<file path="src/rtl/tlc_phase_sched_if.sv">
// Lamp/phase bus between the traffic-light phase scheduler and its environment.
// Pedestrian request/acknowledge signals exist only when PED_XING_EN is defined.
interface tlc_phase_sched_if;
    logic       CLR;
    logic       FM;
    logic       TEST;
`ifdef PED_XING_EN
    logic       PED_REQ;
    logic       PED_ACK;
`endif
    logic       GRN1;
    logic       YLW1;
    logic       RED1;
    logic       GRN2;
    logic       YLW2;
    logic       RED2;
    logic [2:0] PHASE;

    modport master (
        output CLR, FM, TEST,
`ifdef PED_XING_EN
        output PED_REQ,
        input  PED_ACK,
`endif
        input  GRN1, YLW1, RED1, GRN2, YLW2, RED2, PHASE
    );

    modport slave (
        input  CLR, FM, TEST,
`ifdef PED_XING_EN
        input  PED_REQ,
        output PED_ACK,
`endif
        output GRN1, YLW1, RED1, GRN2, YLW2, RED2, PHASE
    );
endinterface

</file>
<file path="src/rtl/tlc_phase_sched.sv">
// Two-road traffic-light phase scheduler with one elapsed-cycle counter.
// Optional pedestrian service is compiled in with `define PED_XING_EN.
module tlc_phase_sched #(
    parameter int GRN_MIN_CYC = 16,
    parameter int GRN_MAX_CYC = 64,
    parameter int YLW_CYC     = 4,
    parameter int ALLRED_CYC  = 2,
    parameter int CNT_W       = 8
) (
    input  logic                blif_clk_net,
    input  logic                blif_reset_net,
    tlc_phase_sched_if.slave    bus
);

    typedef enum logic [2:0] {
        ST_G1 = 3'd0,
        ST_Y1 = 3'd1,
        ST_R1 = 3'd2,
        ST_G2 = 3'd3,
        ST_Y2 = 3'd4,
        ST_R2 = 3'd5
    } state_e;

    localparam logic [CNT_W-1:0] CNT_ZERO = {CNT_W{1'b0}};
    localparam logic [CNT_W-1:0] CNT_ONE  = {{(CNT_W-1){1'b0}}, 1'b1};
    localparam logic [CNT_W-1:0] MIN_M1   = CNT_W'(GRN_MIN_CYC - 1);
    localparam logic [CNT_W-1:0] MAX_M1   = CNT_W'(GRN_MAX_CYC - 1);
    localparam logic [CNT_W-1:0] YLW_M1   = CNT_W'(YLW_CYC - 1);
    localparam logic [CNT_W-1:0] RED_M1   = CNT_W'(ALLRED_CYC - 1);

    state_e           state_q, state_d;
    logic [CNT_W-1:0] cnt_q, cnt_d;
    logic [CNT_W-1:0] dmin_m1_s, dmax_m1_s, dy_m1_s, dr_m1_s;
    logic             adv_s;
    logic             ped_pend_s;

    function automatic state_e next_phase(input state_e cur);
        case (cur)
            ST_G1:   next_phase = ST_Y1;
            ST_Y1:   next_phase = ST_R1;
            ST_R1:   next_phase = ST_G2;
            ST_G2:   next_phase = ST_Y2;
            ST_Y2:   next_phase = ST_R2;
            ST_R2:   next_phase = ST_G1;
            default: next_phase = ST_R2;
        endcase
    endfunction

    // Effective phase limits (minus one); fast mode collapses every phase to one cycle.
    always_comb begin
        if (bus.TEST) begin
            dmin_m1_s = CNT_ZERO;
            dmax_m1_s = CNT_ZERO;
            dy_m1_s   = CNT_ZERO;
            dr_m1_s   = CNT_ZERO;
        end else begin
            dmin_m1_s = MIN_M1;
            dmax_m1_s = MAX_M1;
            dy_m1_s   = YLW_M1;
            dr_m1_s   = RED_M1;
        end
    end

    // Phase-exit decision and next state/counter values.
    always_comb begin
        adv_s = 1'b0;
        case (state_q)
            ST_G1:   adv_s = (cnt_q >= dmin_m1_s) && (bus.FM || ped_pend_s);
            ST_Y1:   adv_s = (cnt_q == dy_m1_s);
            ST_R1:   adv_s = (cnt_q == dr_m1_s);
            ST_G2:   adv_s = ((cnt_q >= dmin_m1_s) && !bus.FM) || (cnt_q >= dmax_m1_s);
            ST_Y2:   adv_s = (cnt_q == dy_m1_s);
            ST_R2:   adv_s = (cnt_q == dr_m1_s);
            default: adv_s = 1'b1;
        endcase
        if (adv_s) begin
            state_d = next_phase(state_q);
            cnt_d   = CNT_ZERO;
        end else begin
            state_d = state_q;
            cnt_d   = (cnt_q >= MAX_M1) ? MAX_M1 : (cnt_q + CNT_ONE);
        end
    end

    // Phase register; CLR is an emergency abort straight to all-red with no yellow.
    always_ff @(posedge blif_clk_net) begin
        if (blif_reset_net) begin
            state_q <= ST_R2;
            cnt_q   <= CNT_ZERO;
        end else if (bus.CLR) begin
            state_q <= ST_R2;
            cnt_q   <= CNT_ZERO;
        end else begin
            state_q <= state_d;
            cnt_q   <= cnt_d;
        end
    end

`ifdef PED_XING_EN
    logic ped_pend_q, ped_pend_d, ped_ack_s;

    // Acknowledge on the first farm-green cycle; a same-cycle request re-arms.
    always_comb begin
        ped_ack_s = (state_q == ST_G2) && (cnt_q == CNT_ZERO) && ped_pend_q;
        if (bus.PED_REQ) begin
            ped_pend_d = 1'b1;
        end else if (ped_ack_s) begin
            ped_pend_d = 1'b0;
        end else begin
            ped_pend_d = ped_pend_q;
        end
    end

    // Pending pedestrian request survives CLR; only reset drops it.
    always_ff @(posedge blif_clk_net) begin
        if (blif_reset_net) begin
            ped_pend_q <= 1'b0;
        end else begin
            ped_pend_q <= ped_pend_d;
        end
    end

    assign ped_pend_s  = ped_pend_q;
    assign bus.PED_ACK = ped_ack_s;
`else
    assign ped_pend_s = 1'b0;
`endif

    // Lamp decode from the state register; any illegal code shows all-red.
    always_comb begin
        bus.GRN1 = 1'b0;
        bus.YLW1 = 1'b0;
        bus.RED1 = 1'b1;
        bus.GRN2 = 1'b0;
        bus.YLW2 = 1'b0;
        bus.RED2 = 1'b1;
        case (state_q)
            ST_G1: begin
                bus.GRN1 = 1'b1;
                bus.RED1 = 1'b0;
            end
            ST_Y1: begin
                bus.YLW1 = 1'b1;
                bus.RED1 = 1'b0;
            end
            ST_G2: begin
                bus.GRN2 = 1'b1;
                bus.RED2 = 1'b0;
            end
            ST_Y2: begin
                bus.YLW2 = 1'b1;
                bus.RED2 = 1'b0;
            end
            default: begin
                bus.RED1 = 1'b1;
                bus.RED2 = 1'b1;
            end
        endcase
    end

    assign bus.PHASE = state_q;

endmodule
</file>
<file path="src/flat_wrapper.sv">
// flat-port wrapper written by rule: the top's interface ports become plain ports
module tlc_phase_sched_flat 
#(
    parameter int GRN_MIN_CYC = 16,
    parameter int GRN_MAX_CYC = 64,
    parameter int YLW_CYC     = 4,
    parameter int ALLRED_CYC  = 2,
    parameter int CNT_W       = 8
)
  (blif_clk_net, blif_reset_net, bus_CLR, bus_FM, bus_TEST, bus_GRN1, bus_YLW1, bus_RED1, bus_GRN2, bus_YLW2, bus_RED2, bus_PHASE);
  tlc_phase_sched_if bus_i ();
  input  logic blif_clk_net;
  input  logic blif_reset_net;
  input wire logic [$bits(bus_i.CLR)-1:0] bus_CLR;
  input wire logic [$bits(bus_i.FM)-1:0] bus_FM;
  input wire logic [$bits(bus_i.TEST)-1:0] bus_TEST;
  output wire logic [$bits(bus_i.GRN1)-1:0] bus_GRN1;
  output wire logic [$bits(bus_i.YLW1)-1:0] bus_YLW1;
  output wire logic [$bits(bus_i.RED1)-1:0] bus_RED1;
  output wire logic [$bits(bus_i.GRN2)-1:0] bus_GRN2;
  output wire logic [$bits(bus_i.YLW2)-1:0] bus_YLW2;
  output wire logic [$bits(bus_i.RED2)-1:0] bus_RED2;
  output wire logic [$bits(bus_i.PHASE)-1:0] bus_PHASE;
  assign bus_i.CLR = bus_CLR;
  assign bus_i.FM = bus_FM;
  assign bus_i.TEST = bus_TEST;
  assign bus_GRN1 = bus_i.GRN1;
  assign bus_YLW1 = bus_i.YLW1;
  assign bus_RED1 = bus_i.RED1;
  assign bus_GRN2 = bus_i.GRN2;
  assign bus_YLW2 = bus_i.YLW2;
  assign bus_RED2 = bus_i.RED2;
  assign bus_PHASE = bus_i.PHASE;
  tlc_phase_sched #(.GRN_MIN_CYC(GRN_MIN_CYC), .GRN_MAX_CYC(GRN_MAX_CYC), .YLW_CYC(YLW_CYC), .ALLRED_CYC(ALLRED_CYC), .CNT_W(CNT_W)) u_core (.blif_clk_net(blif_clk_net), .blif_reset_net(blif_reset_net), .bus(bus_i));
endmodule
</file>
<file path="config.mk">
export PLATFORM = sky130hd
export DESIGN_NAME = tlc_phase_sched_flat
export DESIGN_NICKNAME = d
export VERILOG_FILES = /design/src/rtl/tlc_phase_sched_if.sv /design/src/rtl/tlc_phase_sched.sv /design/src/flat_wrapper.sv
export SDC_FILE = /design/constraint.sdc
export NUM_CORES = 1
export LEC_CHECK = 0
export ABC_CLOCK_PERIOD_IN_PS = 3000
export CAP_MARGIN = 20
export CORE_AREA = 2 2 42 48
export DETAILED_ROUTE_END_ITERATION = 8
export DIE_AREA = 0 0 44 50
export PLACE_DENSITY = 0.77
export SLEW_MARGIN = 20
export SYNTH_ARGS = -nofsm -noshare
export SYNTH_HDL_FRONTEND = slang
export SYNTH_SLANG_ARGS = --single-unit
</file>
<file path="constraint.sdc">
create_clock -name blif_clk_net -period 3 [get_ports blif_clk_net]
set_clock_uncertainty 0.1 [all_clocks]
set_input_delay 0.6 -clock blif_clk_net [delete_from_list [all_inputs] [get_ports blif_clk_net]]
set_output_delay 0.6 -clock blif_clk_net [all_outputs]
set_load 0.1 [all_outputs]
</file>
==> flow_metrics.env <==
export IMPL_dieArea_sq_um=2200
export IMPL_first_global_vias=636
export IMPL_clk_latency_ns=0.27
export IMPL_synthMuxAreaShare_pct=0
export IMPL_arrival_ns=2.86
export IMPL_path_common_cell="and3_1"
export IMPL_std_cell_rows=16
export IMPL_synth_top_area_share_pct=29.9
export IMPL_final_cell_mix="dfxtp_1, buf_4, nand2_1, ha_1"
export IMPL_synth_simple_gate_area_share_pct=27.4
export IMPL_start_util_pct=42.7
export IMPL_worst_setup_path_type="input pin to flop"
export IMPL_cts_buffers=3
export IMPL_numPortBuffers=13
export IMPL_core_area_sq_um=1720
export IMPL_slew_viol_final=0
export IMPL_finalCriticalPeriod_ns=2.81
export IMPL_required_ns=3.05
export IMPL_ir_drop_mv=0.202
export IMPL_final_nets=116
export IMPL_synth_top_cell_by_area="dfxtp_1"
export IMPL_cp_slowest_cell="clkdlybuf4s50_1"
export IMPL_post_cts_buffers=0
export IMPL_drt_iter0_markers=13
export IMPL_cts_resized=0
export IMPL_route_detailed_drc=0
export IMPL_synth_compound_area_share_pct=18.7
export IMPL_worstPathMaxFanout=9
export IMPL_cellLeakagePower_nw=0.370
export IMPL_ys_seq_elements=11
export IMPL_grt_max_degree=13
export IMPL_grt_usage_pct=17.3
export IMPL_drive_above_1_share_pct=25.2
export IMPL_final_area_sq_um=908
export IMPL_final_antenna_net_count=0
export IMPL_hold_violations=0
export IMPL_ios=14
export IMPL_dieHeight_um=50
export IMPL_placed_cell_area_sq_um=882
export IMPL_clk_pin_slew_ns=0.07
export IMPL_yosys_warnings=0
export IMPL_synth_xor_xnor_area_share_pct=4.76
export IMPL_post_drt_wl_per_cell_um=13.2
export IMPL_antenna_found_initial=0
export IMPL_htreeDepth=1
export IMPL_outcome="finished clean"
export IMPL_max_freq_mhz=356
export IMPL_grt_overflow_total=0
export IMPL_rsz0062_at_grt="no"
export IMPL_dieWidth_um=44
export IMPL_antenna_cells=0
export IMPL_synth_area_top_cells="dfxtp_1, ha_1, a211oi_1"
export IMPL_cts_root_buffer="clkbuf_4"
export IMPL_clk_path_buf_depth=2
export IMPL_synth_avg_cell_area_sq_um=8.46
export IMPL_drtPass1Iterations=4
export IMPL_powerDensity_nw_per_um2=362
export IMPL_syn_cell_area_sq_um=736
export IMPL_relSlewSlack_pct=65.8
export IMPL_clkSinkCount=11
export IMPL_path_cells="clkdlybuf4s50_1, inv_1, ha_1, and3_1, o21ai_0, and3_1, a21oi_1, o31a_1, a2111oi_0"
export IMPL_synth_adder_area_share_pct=11.9
export IMPL_dp_hpwl_mm=1.27
export IMPL_ys_seq_area_share_pct=29.9
export IMPL_cp_end_kind="flop"
export IMPL_cap_violations=0
export IMPL_cp_start_kind="input pin"
export IMPL_holdWs_ns=0.445
export IMPL_syn_to_final_growth_pct=23.5
export IMPL_hp_class="flop to flop"
export IMPL_synth_top_family_by_area="simple AND/OR/NAND/NOR gates"
export IMPL_grt_pass1_wl_mm=2.74
export IMPL_finalCritPeriodShare_pct=93.7
export IMPL_hold_buffers=0
export IMPL_place_gp_congestion=0.891
export IMPL_critPathMaxStageDelay_ns=0.57
export IMPL_setup_viol=0
export IMPL_syn_inst=87
export IMPL_synth_cell_types=35
export IMPL_worst_pin_slew_ns=0.508
export IMPL_cts_tree="yes"
export IMPL_mostFrequentLayoutCell="dfxtp_1"
export IMPL_routed_via_density=5.71
export IMPL_routed_wl_mm=1.60
export IMPL_vias=691
## stage by stage
step           TNS [ns]  power [mW]  utilization (%)  std cells  setup slack [ns]
5_1_grt               0       0.350             52.8        121            0.0287
2_1_floorplan    -0.272       0.212                -         88            -0.272
4_1_cts               0       0.332             52.8        121             0.179
3_3_place_gp          0       0.230             51.2        117           0.00232
3_5_place_dp     -0.174       0.232             51.2        117           -0.0961
6_report              0       0.329             52.8        121             0.188
## final cells by class
class / instances / area (sq um)
Fill cell: 166 / 813
Timing Repair Buffer: 14 / 115
Multi-Input combinational cell: 68 / 502
Clock buffer: 4 / 26.3
Inverter: 6 / 22.5
Sequential cell: 11 / 220
Tap cell: 18 / 22.5
## cells by family (layout without fill, tap and decap cells)
group	Yosys count	count (layout)
buffers and inverters	9	24
xor gates and xnor gates	4	4
AOI/OAI and AO/OA	19	19
other	1	2
DFF	11	11
and+or+nand+nor	36	36
adders and majority gates	7	7
## routing by layer
metal	vias to the layer above	share of wire, %	GRT usage (%)
li1	351	-	-
met1	317	44	20.3
met2	19	49	26.2
met3	4	3.9	3.30
met4	0	3.0	14.6
met5	-	0	0
## critical path: cells and delay by family
kind | cells | cell delay, ns
adder cells (fa/ha/maj) | 1 | 0.30
AND/OR/NAND/NOR | 2 | 0.37
buffers and inverters | 2 | 0.64
AO/OA/AOI/OAI | 4 | 0.96
## path summary, 6_finish.rpt
path                              end  cells after the start             from  slack (ns)
hold / removal        u_core.cnt_q[0]                      1  u_core.cnt_q[0]        0.45
setup / recovery  u_core.bus.PHASE[1]                      9         bus_TEST        0.19
setup reg to reg  u_core.bus.PHASE[1]                      8  u_core.cnt_q[0]        0.71
hold reg to reg       u_core.cnt_q[0]                      1  u_core.cnt_q[0]        0.45
## sequential cells by signal, indices dropped and copies added, names as in the netlist, named ones only
| register | flops |
|---|---|
| u_core.cnt_q | 8 |
| u_core.bus.PHASE | 2 |
## power breakdown
part / total [mW] / switching [mW] / internal, mW
Combinational: 0.0655 / 0.0383 / 0.0273
Clock: 0.0993 / 0.0479 / 0.0515
Sequential: 0.164 / 0.0108 / 0.153
## synth_stat cells, drive strengths merged
cell type	n
a2111oi	1
a211oi	6
a21oi	1
a221o	1
a41oi	1
and3	4
buf	1
clkbuf	2
conb	1
dfxtp	11
ha	7
inv	6
nand2	7
nand3	4
nand4	1
nor2	8
nor2b	1
nor3	5
nor4	1
o211ai	1
o21a	2
o21ai	4
o31a	1
o31ai	1
or2	2
or3	1
or4	1
or4b	1
xnor2	2
xor2	2
(Power assumes the default switching activity.)
